==> config.mk <==
export PLATFORM = sky130hd
export DESIGN_NAME = zbt_port_arbiter
export DESIGN_NICKNAME = d
export VERILOG_FILES = /design/src/rtl/zbt_port_arbiter.sv
export SDC_FILE = /design/constraint.sdc
export NUM_CORES = 1
export LEC_CHECK = 0
export ABC_AREA = 1
export CAP_MARGIN = 20
export CELL_PAD_IN_SITES_DETAIL_PLACEMENT = 0
export CELL_PAD_IN_SITES_GLOBAL_PLACEMENT = 1
export CORE_UTILIZATION = 34
export CTS_CLUSTER_DIAMETER = 200
export DETAILED_ROUTE_END_ITERATION = 12
export PLACE_DENSITY = 0.95
export SETUP_SLACK_MARGIN = 0.1
export SLEW_MARGIN = 10
export SYNTH_ARGS = -nofsm -noshare
export SYNTH_HDL_FRONTEND = slang
export SYNTH_SLANG_ARGS = --single-unit
==> constraint.sdc <==
create_clock -name clk -period 2.7 [get_ports clk]
set_input_delay 0.27 -clock clk [delete_from_list [all_inputs] [get_ports clk]]
set_output_delay 0.27 -clock clk [all_outputs]
set_load 0.02 [all_outputs]
==> src/rtl/zbt_port_arbiter.sv <==
`default_nettype none
// ============================================================================
// Module   : zbt_port_arbiter
// Purpose  : Shares the single ZBT SRAM port between the CPU mailbox
//            (four-phase single-access handshake) and the pixel pipeline
//            (request/grant stream, up to one access per cycle). Outstanding
//            accesses travel down a fixed-latency tag pipeline so that read
//            data and completions are routed back to their owner.
// Ports    : clk, rst            - clock, synchronous active-high reset
//            mbox_*_i / mbox_*_o - mailbox handshake (sel/we/addr/wdata in,
//                                  dval/wdone/rdata out, outputs held)
//            pix_*_i / pix_*_o   - pixel stream (req/we/addr/wdata in,
//                                  combinational gnt, dval pulse, rdata out)
//            zbt_*               - ZBT pin interface (en, we_n, addr, wdata,
//                                  oe drive enable, rdata in)
// Revision : 1.0 - initial release
// ============================================================================
module zbt_port_arbiter #(
    parameter int ADDR_W   = 20,
    parameter int DATA_W   = 36,
    parameter int READ_LAT = 2
) (
    input  logic              clk,
    input  logic              rst,
    // mailbox side
    input  logic              mbox_sel_i,
    input  logic              mbox_we_i,
    input  logic [ADDR_W-1:0] mbox_addr_i,
    input  logic [DATA_W-1:0] mbox_wdata_i,
    output logic              mbox_dval_o,
    output logic              mbox_wdone_o,
    output logic [DATA_W-1:0] mbox_rdata_o,
    // pixel side
    input  logic              pix_req_i,
    input  logic              pix_we_i,
    input  logic [ADDR_W-1:0] pix_addr_i,
    input  logic [DATA_W-1:0] pix_wdata_i,
    output logic              pix_gnt_o,
    output logic              pix_dval_o,
    output logic [DATA_W-1:0] pix_rdata_o,
    // ZBT pins
    output logic              zbt_en_o,
    output logic              zbt_we_n_o,
    output logic [ADDR_W-1:0] zbt_addr_o,
    output logic [DATA_W-1:0] zbt_wdata_o,
    output logic              zbt_oe_o,
    input  logic [DATA_W-1:0] zbt_rdata_i
);

    // Tag stage k holds the access whose address was on the pins k cycles
    // ago; stage READ_LAT is the data cycle of that access.
    localparam int c_DEPTH = READ_LAT + 1;

    localparam logic [1:0] c_M_IDLE  = 2'd0;
    localparam logic [1:0] c_M_ISSUE = 2'd1;
    localparam logic [1:0] c_M_WAIT  = 2'd2;
    localparam logic [1:0] c_M_DONE  = 2'd3;

    localparam logic c_OWN_PIX  = 1'b0;
    localparam logic c_OWN_MBOX = 1'b1;

    logic [1:0]        r_state;
    logic [1:0]        w_state_nxt;
    logic              r_abort;
    logic              r_mbox_we;
    logic [DATA_W-1:0] r_mbox_rdata;

    logic              w_mbox_issue;
    logic              w_iss_v;
    logic              w_iss_we;
    logic [ADDR_W-1:0] w_iss_addr;
    logic [DATA_W-1:0] w_iss_wdata;

    logic              r_zbt_we_n;
    logic [ADDR_W-1:0] r_zbt_addr;
    logic [DATA_W-1:0] r_iss_wdata;
    logic [DATA_W-1:0] r_wdly [READ_LAT];

    logic [c_DEPTH-1:0] r_tag_v;
    logic [c_DEPTH-1:0] r_tag_we;
    logic [c_DEPTH-1:0] r_tag_own;

    logic              w_ret_v;
    logic              w_pix_ret;
    logic              w_mbox_ret;
    logic              r_pix_dval;
    logic [DATA_W-1:0] r_pix_rdata;

    // ------------------------------------------------------------------
    // Mailbox FSM: state register
    // ------------------------------------------------------------------
    always_ff @(posedge clk) begin
        if (rst) begin
            r_state <= c_M_IDLE;
        end else begin
            r_state <= w_state_nxt;
        end
    end

    // ------------------------------------------------------------------
    // Mailbox FSM: next state
    // ------------------------------------------------------------------
    always_comb begin
        w_state_nxt = r_state;
        case (r_state)
            c_M_IDLE: begin
                if (mbox_sel_i) begin
                    w_state_nxt = c_M_ISSUE;
                end
            end
            c_M_ISSUE: begin
                w_state_nxt = c_M_WAIT;
            end
            c_M_WAIT: begin
                // An abandoned handshake still waits for its access to
                // drain, but never reports completion.
                if (w_mbox_ret) begin
                    if (r_abort || !mbox_sel_i) begin
                        w_state_nxt = c_M_IDLE;
                    end else begin
                        w_state_nxt = c_M_DONE;
                    end
                end
            end
            default: begin
                if (!mbox_sel_i) begin
                    w_state_nxt = c_M_IDLE;
                end
            end
        endcase
    end

    // ------------------------------------------------------------------
    // Mailbox FSM: outputs and arbitration
    // ------------------------------------------------------------------
    always_comb begin
        w_mbox_issue = (r_state == c_M_ISSUE);
        pix_gnt_o    = pix_req_i && !rst && !w_mbox_issue;
        mbox_dval_o  = (r_state == c_M_DONE) && !r_mbox_we;
        mbox_wdone_o = (r_state == c_M_DONE) && r_mbox_we;
    end

    // Remembers a sel drop during an access so that completion is
    // suppressed even if sel rises again before the data returns.
    always_ff @(posedge clk) begin
        if (rst) begin
            r_abort <= 1'b0;
        end else if (r_state == c_M_IDLE) begin
            r_abort <= 1'b0;
        end else if (((r_state == c_M_ISSUE) || (r_state == c_M_WAIT)) && !mbox_sel_i) begin
            r_abort <= 1'b1;
        end
    end

    always_ff @(posedge clk) begin
        if (rst) begin
            r_mbox_we    <= 1'b0;
            r_mbox_rdata <= '0;
        end else begin
            if (w_mbox_issue) begin
                r_mbox_we <= mbox_we_i;
            end
            if ((r_state == c_M_WAIT) && w_mbox_ret && !r_tag_we[READ_LAT]) begin
                r_mbox_rdata <= zbt_rdata_i;
            end
        end
    end

    assign mbox_rdata_o = r_mbox_rdata;

    // ------------------------------------------------------------------
    // Issue mux: mailbox wins in its single issue cycle
    // ------------------------------------------------------------------
    always_comb begin
        w_iss_v     = w_mbox_issue || pix_gnt_o;
        w_iss_we    = w_mbox_issue ? mbox_we_i    : pix_we_i;
        w_iss_addr  = w_mbox_issue ? mbox_addr_i  : pix_addr_i;
        w_iss_wdata = w_mbox_issue ? mbox_wdata_i : pix_wdata_i;
    end

    // Address phase registers and tag pipeline
    always_ff @(posedge clk) begin
        if (rst) begin
            r_zbt_we_n  <= 1'b1;
            r_zbt_addr  <= '0;
            r_iss_wdata <= '0;
            r_tag_v     <= '0;
            r_tag_we    <= '0;
            r_tag_own   <= '0;
        end else begin
            r_zbt_we_n <= !(w_iss_v && w_iss_we);
            if (w_iss_v) begin
                r_zbt_addr  <= w_iss_addr;
                r_iss_wdata <= w_iss_wdata;
            end
            r_tag_v   <= {r_tag_v[c_DEPTH-2:0],   w_iss_v};
            r_tag_we  <= {r_tag_we[c_DEPTH-2:0],  w_iss_v && w_iss_we};
            r_tag_own <= {r_tag_own[c_DEPTH-2:0], w_mbox_issue ? c_OWN_MBOX : c_OWN_PIX};
        end
    end

    // Write data delay line: aligns write data with the data cycle
    always_ff @(posedge clk) begin
        if (rst) begin
            for (int i = 0; i < READ_LAT; i++) begin
                r_wdly[i] <= '0;
            end
        end else begin
            r_wdly[0] <= r_iss_wdata;
            for (int i = 1; i < READ_LAT; i++) begin
                r_wdly[i] <= r_wdly[i-1];
            end
        end
    end

    assign zbt_en_o    = r_tag_v[0];
    assign zbt_we_n_o  = r_zbt_we_n;
    assign zbt_addr_o  = r_zbt_addr;
    assign zbt_wdata_o = r_wdly[READ_LAT-1];
    assign zbt_oe_o    = r_tag_v[READ_LAT] && r_tag_we[READ_LAT];

    // ------------------------------------------------------------------
    // Read return routing
    // ------------------------------------------------------------------
    always_comb begin
        w_ret_v    = r_tag_v[READ_LAT];
        w_pix_ret  = w_ret_v && !r_tag_we[READ_LAT] && (r_tag_own[READ_LAT] == c_OWN_PIX);
        w_mbox_ret = w_ret_v && (r_tag_own[READ_LAT] == c_OWN_MBOX);
    end

    always_ff @(posedge clk) begin
        if (rst) begin
            r_pix_dval  <= 1'b0;
            r_pix_rdata <= '0;
        end else begin
            r_pix_dval <= w_pix_ret;
            if (w_pix_ret) begin
                r_pix_rdata <= zbt_rdata_i;
            end
        end
    end

    assign pix_dval_o  = r_pix_dval;
    assign pix_rdata_o = r_pix_rdata;

endmodule
`default_nettype wire
==> flow_summary.toml, run 1 <==
[outcome]
outcome = "finished clean"

[clock_tree]
ctsResizeCount = 0
ctsHoldBuffers = 0
cts.sinks = 215
postCtsSetupBuffers = 0
cts_buffers = 24
cts_max_level = 1
cts_root_buf = "clkbuf_16"
clock_path_buffers = 3
clkTransAtPathRegs_ns = 0.06
cts_tree = "yes"
clock_latency_ns = 0.51

[floorplanning]
rows = 55
die_y_um = 155
start_util_pct = 34.9
dieArea_mm2 = 0.0240
core_area_mm2 = 0.0228
fp.dieW_um = 155
io_pins = 289

[min_path]
holdCritStartpoint = "rst"
hp-class = "input pin to register"
hold_end = "zbt_addr_o[18]"
hold_depth = 3

[routing]
routedWlPerCell_um = 13.0
vias_per_cell = 4.36
drtIter0Drc = 323
drc = 0
num_vias = 6774
drt_wl_total_um = 20300
drt-pass1-iter-count = 7
ant_nets = 0

[sta]
finalWorstSetupSlack_ns = 0.478
maxSlewViolCount = 0
clock_skew_ns = 0.0113
finalHoldViolCount = 0
fin_crit_ns = 2.22
maxSlewHeadroom_pct = 45.2
finalSetupViolCount = 0
rsz0062_at_grt = "false"
fmax_mhz = 450
final.period_utilization_pct = 82.3
tightest_slew_ns = 0.822
tns_ns = 0

[critical_path]
cp-start-kind = "register"
cp-startpoint = "r_state[1]"
r2r-end = "zbt_we_n_o"
worstRegToRegCells = 7
crit_arrival_ns = 1.95
critPathBufInv = 2
crit-reg2reg-launch = "r_state[1]"
crit_path_end_kind = "output pin"
critical-path-top-delay-family = "buffers and inverters"
r2r_setup_slack_ns = 0.80
required_ns = 2.43
slowest_delay_ns = 0.63
crit_slowest_cell = "clkdlybuf4s50_1"
crit_fanout = 5
worstPathCellList = "inv_1, ha_2, nor2_1, clkdlybuf4s50_1"
critical_path_class = "register to output pin"

[global_route]
grt_pass1_vias = 6436
grtUsageTotal_pct = 16.4
overflow = 0
grt_max_degree = 83
antenna_found_initial = 0
grt_pass1_wl_um = 31500

[synth]
ys_types = 23
synth_fp_nets = 1152
ys_seq_area_share_pct = 54.2
syn-instance-count = 994
syn_avg_cell_area_um2 = 7.99
ys_ff_latch = 215
synthesis.area_mm2 = 0.00794
yosys_warnings = 0

[finish]
syn_to_final_growth_pct = 44.6
nets = 1383
diodes = 0
final_cells = 1555
layout-drive-gt1-share_pct = 4.35

[place]
io_buffers = 288
place_ws_ns = 0.693
place.gp.congestion = 0.758
hpwl_um = 14100
dp.cells = 1512

[job]
cap_violations = 0

[power_and_ir_drop]
p_leak_nw = 4.85
max-vdd-ir-drop_mv = 0.531
power_density_mw_per_mm2 = 824
-- state kept, by name, indices dropped and copies added, names as in the netlist, 2 cells and up --
signal / cells
r_iss_wdata: 36
zbt_addr_o: 20
r_state: 2
r_tag_own: 3
r_tag_v: 3
r_wdly: 72
pix_rdata_o: 36
mbox_rdata_o: 36
r_tag_we: 3
-- cells in the final DEF (no fill, tap or decap), types with 7 or more instances in the layout --
master,count
o21ai_1,19
nor2_1,160
dfxtp_1,215
inv_1,159
clkdlybuf4s50_1,287
clkbuf_1,8
clkbuf_16,25
nand3_1,58
buf_4,7
a21oi_1,39
o211a_1,21
o21ai_0,89
nand2_1,129
-- kinds of logic after synthesis --
group                      after synthesis  share of synthesized area [%]
and+or+nand+nor                        352                           18.0
buffers and inverters                  255                           15.2
DFF                                    215                           54.2
AOI/OAI and AO/OA                      168                           11.9
adders and majority gates                4                          0.630
-- where the power goes --
| group | leakage (nW) | total [mW] | internal, mW | switching [mW] |
|---|---|---|---|---|
| clock | 0.380 | 3.14 | 1.90 | 1.24 |
| combinational | 2.72 | 2.39 | 1.02 | 1.37 |
| sequential | 1.76 | 3.92 | 3.73 | 0.195 |
-- area by class of cell --
cell class / instances / area (um2)
fill: 2197 / 11300
sequential: 215 / 4300
timing repair buffer: 297 / 2970
multi-input combinational: 524 / 2430
clock buffer: 37 / 711
inverter: 163 / 616
tap: 313 / 392
clock inverter: 6 / 58.8
-- routing by layer --
metal / vias up / global-route usage [%] / part of all wire [%]
li1: 3475 / - / -
met1: 3012 / 18.0 / 41
met2: 261 / 29.4 / 47
met3: 24 / 6.44 / 10
met4: 2 / 4.20 / 1.5
met5: - / 0 / 0.30
-- Yosys cell counts --
master	count	share of area, %
inv_4	1	0.079
nand2_2	1	0.079
a21oi_1	39	2.5
nand3_1	58	3.7
clkinv_2	1	0.063
clkbuf_2	3	0.19
o21ai_0	89	5.6
buf_2	27	1.7
buf_4	42	4.0
clkbuf_1	13	0.61
dfxtp_1	215	54
nand3b_2	1	0.14
nor2_1	160	7.6
buf_6	7	0.99
nor3_1	1	0.063
o211a_1	21	2.6
inv_1	159	7.5
o21ai_1	19	1.2
nand2_1	129	6.1
nand4_4	1	0.27
ha_1	4	0.63
inv_2	2	0.095
nand2_4	1	0.14
-- worst register-to-register path: stages (launching register included) --
cell	delay, ns
dfxtp_1	0.33
inv_1	0.12
ha_2	0.27
inv_4	0.05
nand2_4	0.22
nand2_1	0.10
inv_2	0.50
nand2_1	0.16
-- how the worst max path moves through the flow --
stage                      end  slack [ns]  cells after the start
floorplan            pix_gnt_o        1.20                      5
global placement    zbt_we_n_o        0.70                      6
detailed placement  zbt_we_n_o        0.69                      6
CTS                  pix_gnt_o        0.44                      4
global route         pix_gnt_o        0.36                      4
finish               pix_gnt_o        0.48                      4
-- per-stage QoR --
stage          util [%]  cell area, um2  total power [mW]  hold WS [ns]
2_1_floorplan         -            7940              5.54         0.388
3_3_place_gp       47.0           10700              6.36         0.389
3_5_place_dp       47.0           10700              6.40         0.392
4_1_cts            50.4           11500              9.60         0.206
5_1_grt            50.4           11500              10.0         0.241
6_report           50.4           11500              9.46         0.223
(Power assumes the default switching activity.)
==> run 2, diff against run 1 <==
--- a/config.mk
+++ b/config.mk
@@ -9,10 +9,10 @@
 export CAP_MARGIN = 20
 export CELL_PAD_IN_SITES_DETAIL_PLACEMENT = 0
 export CELL_PAD_IN_SITES_GLOBAL_PLACEMENT = 1
-export CORE_UTILIZATION = 34
+export CORE_UTILIZATION = 32
 export CTS_CLUSTER_DIAMETER = 200
 export DETAILED_ROUTE_END_ITERATION = 12
-export PLACE_DENSITY = 0.95
+export PLACE_DENSITY = 0.91
 export SETUP_SLACK_MARGIN = 0.1
 export SLEW_MARGIN = 10
 export SYNTH_ARGS = -nofsm -noshare
==> constraint.sdc (replaced) <==
create_clock -name clk -period 2.1 [get_ports clk]
set_input_delay 0.21 -clock clk [delete_from_list [all_inputs] [get_ports clk]]
set_output_delay 0.21 -clock clk [all_outputs]
set_load 0.02 [all_outputs]
==> run 2 against run 1 <==
Power increased by 37%. Critical path depth is 1 lower. Register-to-register slack lost 0.50 ns. Sequential cell count did not move. Design area rose by 2.2%. Clock-buffer cell count down 5. Sequential power rose by 29%.
==> flow_summary.toml, run 2 (same netlist as run 1, synthesis figures left out) <==
[floorplanning]
io_pins = 289
die_y_um = 160
rows = 57
start_util_pct = 32.6
fp.dieW_um = 160
dieArea_mm2 = 0.0254
core_area_mm2 = 0.0243

[finish]
most-common-layout-cells = "clkdlybuf4s50_1, dfxtp_1, nor2_1"
top_register = "r_wdly"
layout-drive-gt1-share_pct = 5.44
nFillCells = 2358
final_common_cell = "clkdlybuf4s50_1"
syn_to_final_growth_pct = 47.8
multi_input_area_mm2 = 0.00243
fin_util_pct = 48.3
nets = 1389
largest_reg_flops = 72
register_area_mm2 = 0.00430

[sta]
maxSlewViolCount = 0
finalSetupViolCount = 0
fin_crit_ns = 1.86
fmax_mhz = 537
maxSlewHeadroom_pct = 57.0
final.period_utilization_pct = 88.7
tightest_slew_ns = 0.645
clock_skew_ns = 0.0101
rsz0062_at_grt = "false"
finalHoldViolCount = 0
tns_ns = 0

[clock_tree]
cts_tree = "yes"
cts.sinks = 215
clkTransAtPathRegs_ns = 0.06
cts_buffers = 24
clock_latency_ns = 0.51
cts_root_buf = "clkbuf_16"
ctsHoldBuffers = 0
cts_max_level = 1
clock_path_buffers = 3

[job]
cap_violations = 0

[global_route]
overflow = 0
grtUsageTotal_pct = 16.1
grt_pass1_vias = 6429
grt_max_degree = 84
grt_pass1_wl_um = 33100
antenna_found_initial = 2

[routing]
drtIter0Drc = 308
routedWlPerCell_um = 13.2
drt_wl_total_um = 20800
ant_nets = 0
drc = 0
vias_per_cell = 4.31
num_vias = 6785
drt-pass1-iter-count = 4

[power_and_ir_drop]
internal_power_mw = 9.23
seq_power_share_pct = 39.0
p_leak_nw = 4.98
switching_share_pct = 28.6
total_power_mw = 12.9
clockPowerShare_pct = 37.0
max-vdd-ir-drop_mv = 1.37
power_density_mw_per_mm2 = 1100
comb_power_share_pct = 23.9
power_switching_mw = 3.69

[critical_path]
required_ns = 1.89
cp-start-kind = "register"
critPathBufInv = 2
crit_arrival_ns = 1.65
crit_path_end_kind = "output pin"
slowest_delay_ns = 0.60
crit_fanout = 4
critical_path_class = "register to output pin"
critical-path-top-delay-family = "buffers and inverters"
crit_slowest_cell = "clkdlybuf4s50_1"
worstPathCellList = "nand2_1, inv_1, clkdlybuf4s50_1"

[min_path]
hp-class = "input pin to register"

[place]
io_buffers = 288
place.gp.congestion = 0.819
hpwl_um = 14400

[outcome]
outcome = "finished clean"
-- run 2: changes by cell type in the layout (fill, tap and decap cells not counted) --
| cell | before | now |
|---|---|---|
| buf_12 | 2 | 5 |
| buf_4 | 7 | 10 |
| bufinv_16 | 1 | 6 |
| clkbuf_1 | 8 | 1 |
| clkbuf_8 | 4 | 6 |
| clkdlybuf4s50_1 | 287 | 284 |
| clkinv_4 | 1 | 0 |
| clkinvlp_4 | 0 | 2 |
| diode_2 | 0 | 2 |
| dlygate4sd2_1 | 0 | 3 |
-- run 2: repair_timing --
item                       4_1_cts  5_1_grt
setup endpoints to repair        3        0
resized for setup                3        0
setup buffers                    0        0
-- run 2: per-stage QoR --
step / area [um2] / worst slack, ns / hold WS (ns) / instances
finish: 11700 / 0.238 / 0.189 / 1575
global route: 11700 / 0.144 / 0.197 / 1574
CTS: 11700 / 0.186 / 0.185 / 1573
global placement: 10800 / 0.303 / 0.390 / 1529
detailed placement: 10800 / 0.275 / 0.392 / 1529
floorplan: 7940 / 0.661 / 0.373 / 994
-- run 2: layout make-up --
cell class	count	share of cell area (%)
antenna	2	0.0426
clock buffer	32	6.07
clock inverter	12	1.83
inverter	163	5.25
multi-input combinational	524	20.7
sequential	215	36.7
tap	324	3.45
timing repair buffer	303	26.0
-- run 2: worst paths after layout --
check	from	endpoint	cells after the start	slack, ns
min	rst	r_wdly[0][44]	3	0.19
min reg2reg	r_wdly[0][27]	r_wdly[0][63]	2	0.40
max	r_tag_v[2]	zbt_oe_o	3	0.24
max reg2reg	r_state[1]	zbt_addr_o[16]	7	0.30
-- run 2: tightest hold or removal path: cells and delay by family --
kind | cells | cell delay [ns]
AND/OR/NAND/NOR | 1 | 0.11
buffers and inverters | 2 | 0.34
-- run 2: routing by layer --
metal,up-vias,wire length (um),track usage [%]
met5,-,0,0
met4,0,435,5.07
met3,29,2110,5.91
met2,277,9240,26.3
met1,2984,9040,19.6
li1,3495,-,-
-- run 2: power groups by stage --
| stage | logic, mW | registers [mW] | clock network, mW |
|---|---|---|---|
| 6_report | 3.09 | 5.04 | 4.79 |
| 5_1_grt | 3.45 | 5.11 | 5.13 |
| 2_1_floorplan | 1.83 | 5.30 | 0 |
| 3_5_place_dp | 3.11 | 5.13 | 0 |
| 3_3_place_gp | 3.07 | 5.10 | 0 |
| 4_1_cts | 3.13 | 5.05 | 4.94 |
